File: src/rtl/riscv_core_pkg.sv
// Shared RV64I core definitions: load funct3 encodings and write-back select codes.
package riscv_core_pkg;

  localparam logic [2:0] LB  = 3'b000;
  localparam logic [2:0] LH  = 3'b001;
  localparam logic [2:0] LW  = 3'b010;
  localparam logic [2:0] LD  = 3'b011;
  localparam logic [2:0] LBU = 3'b100;
  localparam logic [2:0] LHU = 3'b101;
  localparam logic [2:0] LWU = 3'b110;

  typedef enum logic [1:0] {
    WB_SEL_ALU  = 2'b00,
    WB_SEL_LOAD = 2'b01,
    WB_SEL_PC4  = 2'b10,
    WB_SEL_IMM  = 2'b11
  } wb_sel_e;

endpackage

File: src/rtl/riscv_core_load_formatter.sv
// Combinational load extraction/extension from a doubleword-aligned read beat,
// plus the natural-alignment check for the access size.
module riscv_core_load_formatter
  import riscv_core_pkg::*;
#(
  parameter int XLEN = 64
) (
  input  logic [XLEN-1:0] rdata,
  input  logic [2:0]      offset,
  input  logic [2:0]      funct3,
  input  logic            is_load,
  output logic [XLEN-1:0] load_data,
  output logic            misaligned
);

  logic [5:0]  sh;
  logic [7:0]  byte_v;
  logic [15:0] half_v;
  logic [31:0] word_v;

  assign sh     = {offset, 3'b000};
  assign byte_v = 8'(rdata >> sh);
  assign half_v = 16'(rdata >> sh);
  assign word_v = 32'(rdata >> sh);

  always_comb begin
    load_data  = '0;
    misaligned = 1'b0;
    if (is_load) begin
      case (funct3)
        LB:  load_data = {{(XLEN-8){byte_v[7]}}, byte_v};
        LBU: load_data = {{(XLEN-8){1'b0}}, byte_v};
        LH: begin
          load_data  = {{(XLEN-16){half_v[15]}}, half_v};
          misaligned = offset[0];
        end
        LHU: begin
          load_data  = {{(XLEN-16){1'b0}}, half_v};
          misaligned = offset[0];
        end
        LW: begin
          load_data  = {{(XLEN-32){word_v[31]}}, word_v};
          misaligned = (offset[1:0] != 2'b00);
        end
        LWU: begin
          load_data  = {{(XLEN-32){1'b0}}, word_v};
          misaligned = (offset[1:0] != 2'b00);
        end
        // LD and the unused 3'b111 encoding both return the whole doubleword.
        default: begin
          load_data  = rdata;
          misaligned = (offset != 3'b000);
        end
      endcase
    end
  end

endmodule

File: src/rtl/riscv_core_mem_wb_stage.sv
// MEM/WB pipeline register: holds the four write-back mux candidates and select,
// formats load data, flags misaligned loads and counts retired instructions.
module riscv_core_mem_wb_stage
  import riscv_core_pkg::*;
#(
  parameter int XLEN       = 64,
  parameter int REG_ADDR_W = 5
) (
  input  logic                  i_clk,
  input  logic                  i_rst_n,
  input  logic                  i_mem_wb_valid,
  output logic                  o_mem_wb_ready,
  input  logic                  i_mem_wb_stall,
  input  logic                  i_mem_wb_flush,
  input  logic [XLEN-1:0]       i_mem_wb_alu_result,
  input  logic [XLEN-1:0]       i_mem_wb_rdata,
  input  logic [2:0]            i_mem_wb_funct3,
  input  logic                  i_mem_wb_is_load,
  input  logic [XLEN-1:0]       i_mem_wb_pc_plus4,
  input  logic [XLEN-1:0]       i_mem_wb_imm,
  input  logic [REG_ADDR_W-1:0] i_mem_wb_rd,
  input  logic                  i_mem_wb_reg_write,
  input  logic [1:0]            i_mem_wb_sel,
  output logic                  o_mem_wb_valid,
  output logic [XLEN-1:0]       o_mem_wb_alu_result,
  output logic [XLEN-1:0]       o_mem_wb_load_data,
  output logic [XLEN-1:0]       o_mem_wb_pc_plus4,
  output logic [XLEN-1:0]       o_mem_wb_imm,
  output logic [1:0]            o_mem_wb_sel,
  output logic [REG_ADDR_W-1:0] o_mem_wb_rd,
  output logic                  o_mem_wb_reg_write,
  output logic                  o_mem_wb_misaligned,
  output logic [63:0]           o_mem_wb_instret
);

  // Handshake: the stage captures on every edge where o_mem_wb_ready (= !stall) is high;
  // i_mem_wb_valid=0 captures a bubble. Flush overrides stall and kills the captured entry.

  logic [XLEN-1:0] fmt_load_data;
  logic            fmt_misaligned;
  logic            capture;

  riscv_core_load_formatter #(.XLEN(XLEN)) u_load_formatter (
    .rdata      (i_mem_wb_rdata),
    .offset     (i_mem_wb_alu_result[2:0]),
    .funct3     (i_mem_wb_funct3),
    .is_load    (i_mem_wb_is_load),
    .load_data  (fmt_load_data),
    .misaligned (fmt_misaligned)
  );

  assign o_mem_wb_ready = !i_mem_wb_stall;
  assign capture        = !i_mem_wb_flush && !i_mem_wb_stall;

  always_ff @(posedge i_clk) begin
    if (!i_rst_n) begin
      o_mem_wb_valid      <= 1'b0;
      o_mem_wb_alu_result <= '0;
      o_mem_wb_load_data  <= '0;
      o_mem_wb_pc_plus4   <= '0;
      o_mem_wb_imm        <= '0;
      o_mem_wb_sel        <= WB_SEL_ALU;
      o_mem_wb_rd         <= '0;
      o_mem_wb_reg_write  <= 1'b0;
      o_mem_wb_misaligned <= 1'b0;
      o_mem_wb_instret    <= '0;
    end else begin
      // Data fields follow the inputs on flush too; only the qualifiers are killed.
      if (i_mem_wb_flush || !i_mem_wb_stall) begin
        o_mem_wb_alu_result <= i_mem_wb_alu_result;
        o_mem_wb_load_data  <= fmt_load_data;
        o_mem_wb_pc_plus4   <= i_mem_wb_pc_plus4;
        o_mem_wb_imm        <= i_mem_wb_imm;
        o_mem_wb_sel        <= i_mem_wb_sel;
        o_mem_wb_rd         <= i_mem_wb_rd;
      end
      if (i_mem_wb_flush) begin
        o_mem_wb_valid      <= 1'b0;
        o_mem_wb_reg_write  <= 1'b0;
        o_mem_wb_misaligned <= 1'b0;
      end else if (capture) begin
        o_mem_wb_valid      <= i_mem_wb_valid;
        o_mem_wb_reg_write  <= i_mem_wb_valid & i_mem_wb_reg_write & !fmt_misaligned;
        o_mem_wb_misaligned <= i_mem_wb_valid & fmt_misaligned;
        if (i_mem_wb_valid && !fmt_misaligned) begin
          o_mem_wb_instret <= o_mem_wb_instret + 64'd1;
        end
      end
    end
  end

endmodule

File: config.mk
export PLATFORM = sky130hd
export DESIGN_NAME = riscv_core_mem_wb_stage
export DESIGN_NICKNAME = d
export VERILOG_FILES = /design/src/rtl/riscv_core_pkg.sv /design/src/rtl/riscv_core_load_formatter.sv /design/src/rtl/riscv_core_mem_wb_stage.sv
export SDC_FILE = /design/constraint.sdc
export NUM_CORES = 1
export LEC_CHECK = 0
export CORE_AREA = 8 8 229 231
export CTS_BUF_LIST = sky130_fd_sc_hd__clkbuf_4 sky130_fd_sc_hd__clkbuf_8
export CTS_CLUSTER_SIZE = 16
export DETAILED_ROUTE_END_ITERATION = 8
export DIE_AREA = 0 0 237 239
export DONT_BUFFER_PORTS = 1
export GPL_TIMING_DRIVEN = 0
export PLACE_DENSITY_LB_ADDON = 0.15
export SLEW_MARGIN = 20
export SYNTH_ARGS = -nofsm -noshare
export SYNTH_HDL_FRONTEND = slang
export SYNTH_HIERARCHICAL = 1
export SYNTH_SLANG_ARGS = --single-unit
File: constraint.sdc
create_clock -name i_clk -period 5.3 [get_ports i_clk]
set_input_delay 1.325 -clock i_clk [delete_from_list [all_inputs] [get_ports i_clk]]
set_output_delay 1.325 -clock i_clk [all_outputs]
set_load 0.02 [all_outputs]
## Word level (Yosys, flattened, before mapping)

Cells that the tools add are included.

- Register bits after elaboration: 330
- Bits of input ports: 273
- Logic and storage cells: 40

- $add $sub $neg: 1
- Equal/unequal tests: 5
- Shift-type cells: 1
- Multiplexer cells: 4
- Bitwise gates (word level): 5
- Reduce and logical (&&, ||, !) cells: 14

Operators with widths:

| operator | count |
|---|---|
| one-hot mux 64 bit (6 select lines) | 1 |
| adder 64 x 1 -> 64 bit (second input constant) | 1 |
| 2-to-1 mux 64 bit | 1 |
| >> shifter 64 x 6 -> 32 bit | 1 |
| equality test 3 bit (second input constant) | 3 |
| OR reduction 2 bit | 4 |
| bitwise AND 1 bit | 3 |
| equality test 3 x 1 -> 1 bit (second input constant) | 1 |
| equality test 3 x 2 -> 1 bit (second input constant) | 1 |
| zero test 1 bit | 3 |
| zero test 3 bit | 1 |
| one-hot mux 1 bit (3 select lines) | 1 |
| AND reduction 3 bit | 1 |
| nonzero test 3 bit | 1 |
| logical AND 1 bit | 2 |
| inverter 1 bit | 2 |
| nonzero test 2 bit | 1 |
| logical OR 1 bit | 1 |
| 2-to-1 mux 1 bit | 1 |

## Logic depth before layout (Yosys ltp)

- Depth after elaboration: 7
- Gate-level depth with buffers: 14

## Cells and area by module

The synthesis kept the hierarchy.

Modules (own cells, without submodules):

| module | instances | cells an instance | area each (um^2) | sequential area each (um^2) |
|---|---|---|---|---|
| riscv_core_mem_wb_stage | 1 | 1522 | 12099.1 | 6606.3 |
| riscv_core_load_formatter | 1 | 359 | 2836.5 | 0.0 |

## Worst setup path before layout

No wires, ideal clock.

- Path kind: input -> register
- Start point: in i_mem_wb_alu_result[2]
- End point: reg o_mem_wb_instret[56]
- Arrival time: 3.998 ns
- Path slack: 1.231 ns
- Stages: 12
- Path buffers: 4
- Path through: buf_4 -> buf_4 -> buf_4 -> buf_2 -> a21o_1 -> nand2_1 -> a21oi_1 -> or4b_4 -> nor4_4 -> nand4_1 -> or3_2 -> a21oi_1

- Longest elaborated chain between the ends: 6

Ends and longest elaborated chain:

| element | line | RTL |
|---|---|---|
| from (decl) | riscv_core_mem_wb_stage.sv:15 | `input logic [XLEN-1:0] i_mem_wb_alu_result,` |
| nonzero test 3 bit | riscv_core_load_formatter.sv:52 | `misaligned = (offset != 3'b000);` |
| one-hot mux 1 bit (3 select lines) | riscv_core_load_formatter.sv:30 | `case (funct3)` |
| 2-to-1 mux 1 bit | riscv_core_load_formatter.sv:29 | `if (is_load) begin` |
| net fmt_misaligned | riscv_core_mem_wb_stage.sv:40 | `logic fmt_misaligned;` |
| zero test 1 bit | riscv_core_mem_wb_stage.sv:85 | `if (i_mem_wb_valid && !fmt_misaligned) begin` |
| logical AND 1 bit | riscv_core_mem_wb_stage.sv:85 |  |
| AND reduction 3 bit (no source line) | -- |  |
| to (signal assigned) | riscv_core_mem_wb_stage.sv:86 | `o_mem_wb_instret <= o_mem_wb_instret + 64'd1;` |
| to (decl) | riscv_core_mem_wb_stage.sv:33 | `output logic [63:0] o_mem_wb_instret` |

The timed path passes the listed nets, and every way through them passes these cells.
A chain may end at the register's enable or synchronous reset.

## Final worst setup path

- Start point: in i_mem_wb_alu_result[2]
- End point: reg o_mem_wb_instret[49]

Same word-level chain as after synthesis.

==> impl_metrics.ini <==
[drt]
wl_per_cell_um = 25.2
routed_wl_mm = 65.5
antenna_left = 0
drt_first_pass_iters = 6
via_per_inst = 5.48
vias = 14300
initialDrtViolationCount = 1148
drc = 0

[timing]
fin_crit_sh_pct = 79.1
finalSetupTns_ns = 0
max_clock_freq_mhz = 239
report.final.slew_viol_count = 0
worst_slew_pin_slew_ns = 0.865
hold_viol_final = 0
period_minus_slack_ns = 4.19
slew_headroom_pct = 42.4
rsz0062_at_grt = false
skew_ns = 0.0311
setup_viol = 0

[run_status]
status = complete, no violations

[min_path]
whs_path_depth = 2
hold_class = reg -> reg

[place]
place_congestion = 0.937
dp_hpwl_mm = 51.4
port_buffers = 0
dp_cells = 2503

[clocking]
clkTransAtPathRegs_ns = 0.06
clk_latency_ns = 0.66
cts_setup_buffers = 0
htreeDepth = 2
cts_sinks = 330
cts.repair.resized = 0
cts_tree = yes
cts_made_buffers = 57
cts_root_buffer = clkbuf_8
cts_hold_buffers = 0
clockBufferDepth = 3

[yosys]
synth_edf_count = 0
synth_seq_cells = 330
synth_top_area_share_pct = 44.2
ys_async_sr_fraction_pct = 0
syn_area_um2 = 14900
synth_flop_cell = dfxtp_1
synthTopCellsByArea = dfxtp_1 44%, nand2_1 14%, a21oi_1 10%
avgSynthCellArea_um2 = 7.94
yosys_warnings = 6
ys_types = 60
ys_seq_area_share_pct = 44.2
netlist_instances = 1881
syn-num-nets = 2155
synth_top_area_cell = dfxtp_1

[layout]
drive_gt1_share_pct = 9.34
nets = 2214
nFillCells = 5215
syn_to_final_growth_pct = 13.1
final_cells = 2602
seq_area_um2 = 6610
n_antenna_cell = 0
multi_input_area_um2 = 7560

[setup_path]
cp.required_ns = 5.82
ff2ff_path_depth = 5
crit_top_cell = buf_4
cpPeakStageDelay_ns = 0.60
arrival_ns = 4.71
cp.depth = 14
startpoint_type = input port
critPathCaptureType = register
crit_path_max_fanout = 10
cpLargestDelayFamily = buffers and inverters
crit_slowest_cell = or4b_4
worst-setup-path-type = in -> reg
path_buf_inv = 6
path_cells = buf_4 -> buf_4 -> buf_4 -> buf_2 -> a21o_1 -> nand2_1 -> a21oi_1 -> or4b_4 -> nor2_4 -> nand3_1 -> clkbuf_1 -> clkbuf_1 -> o31ai_1 -> a21oi_1

[die]
std_cell_rows = 81
die_w_um = 237
ios = 604
start_util_pct = 30.8
die_area_um2 = 56600
dieHeight_um = 239
core_um2 = 48500

[grt]
grt_use_total_pct = 21.8
grt_max_degree = 16
grt.overflow.total = 0
grt_pass1_wl_mm = 94.8
antenna_found_initial = 0
grt_pass1_vias = 13800

[flow_run]
maxCapViolCount = 0

[power_and_ir_drop]
max-vdd-ir-drop_mv = 0.156
cellLeakagePower_nw = 6.02
power_mw = 5.84
power.density_nw_per_um2 = 346
-- worst reg2reg max path: cells and delay by family, from the launching register on --
family	cells	cell delay [ns]
flops	1	0.62
compound gates	1	0.14
simple gates	4	2.29
-- through the flow --
step / hold slack, ns / util (%) / instance area (um2) / setup slack, ns
after floorplan: 0.530 / - / 14900 / 1.23
after global placement: 0.549 / 32.4 / 15700 / 0.377
after detailed placement: 0.550 / 32.4 / 15700 / 0.398
after CTS: 0.561 / 34.8 / 16900 / 1.13
after global routing: 0.577 / 34.8 / 16900 / 0.812
final: 0.557 / 34.8 / 16900 / 1.11
-- area by class of cell --
cell class | count | area share [%]
multi-input cells | 1389 | 44.8
well taps | 622 | 4.61
clock buffers | 88 | 6.43
flip-flops and latches | 330 | 39.1
clock inverters | 11 | 0.585
inverters | 9 | 0.200
plain buffers | 153 | 4.32
-- cells by family after synthesis --
| family | Yosys count | synth area share [%] |
|---|---|---|
| multiplexers | 73 | 6.15 |
| flip-flops | 330 | 44.2 |
| XOR/XNOR | 25 | 1.47 |
| adder cells (fa/ha/maj) | 1 | 0.0838 |
| AND/OR/NAND/NOR | 763 | 22.4 |
| buffers and inverters | 162 | 5.12 |
| AO/OA/AOI/OAI | 527 | 20.5 |
-- cell usage in the layout (no fill, tap or decap), drive strengths merged, types with 7 or more instances in the layout --
master,netlist,final
a21oi,308,308
a22oi,10,10
a31oi,50,50
a41oi,7,7
and4,7,7
buf,36,36
clkbuf,117,205
clkinv,1,8
dfxtp,330,330
inv,8,8
mux2i,58,58
mux4,15,15
nand2,562,562
nand3,26,26
nand3b,7,7
nand4,29,29
nor2,39,39
nor2b,10,10
nor3,10,10
nor4,10,10
o211ai,22,22
o21ai,94,94
o2bb2ai,15,15
o31ai,14,14
or3,21,21
or4,15,15
xnor2,13,13
xor2,12,12
-- flip-flops by register name (all words and copies together) (netlist names), 2 cells and up --
signal               count
o_mem_wb_sel             2
o_mem_wb_pc_plus4       64
o_mem_wb_imm            64
o_mem_wb_alu_result     64
o_mem_wb_instret        64
o_mem_wb_load_data      64
o_mem_wb_rd              5
-- where the power goes --
| part | internal [mW] | switching (mW) | total (mW) |
|---|---|---|---|
| registers | 2.60 | 0.259 | 2.86 |
| logic | 0.198 | 0.354 | 0.552 |
| clock network | 1.35 | 1.08 | 2.43 |
-- final timing paths --
check | from | endpoint | slack [ns]
setup / recovery | i_mem_wb_alu_result[2] | o_mem_wb_instret[49] | 1.11
setup reg to reg | o_mem_wb_instret[11] | o_mem_wb_instret[62] | 2.21
hold reg to reg | o_mem_wb_pc_plus4[30] | o_mem_wb_pc_plus4[30] | 0.56
hold / removal | o_mem_wb_pc_plus4[30] | o_mem_wb_pc_plus4[30] | 0.56
-- cell usage after synthesis, types with 2 or more instances --
cell       count
buf_8          2
nand2b_1       6
o31ai_1       14
nor3_1        10
nor2b_1        9
o22ai_1        2
buf_2         11
a21oi_1      308
buf_1          2
xor2_1        12
inv_1          7
o21ai_1        4
nand3_1       26
and4_1         7
or4_1         15
buf_4         10
mux4_2        15
or2_2          2
xnor2_1       13
a31oi_1       29
nand4_2        2
nor2_1        38
dfxtp_1      330
clkbuf_1     117
a22oi_1        9
or3_1         18
mux2i_1       58
or3_2          3
and3_1         6
o2bb2ai_1     15
buf_6         11
nor4_1         9
o211ai_1      22
nand4_1       27
o21ai_0       90
a41oi_1        7
nand2_1      562
a31oi_2       20
and2_1         6
nand3b_1       7
-- per-layer routing --
metal	wire (um)	GRT usage, %	share of wire (%)
met5	0	0	0
met4	2140	7.43	3.3
met3	6930	8.64	11
met2	31400	36.8	48
met1	25000	24.8	38
No activity file was read; power rests on OpenSTA's default activity.
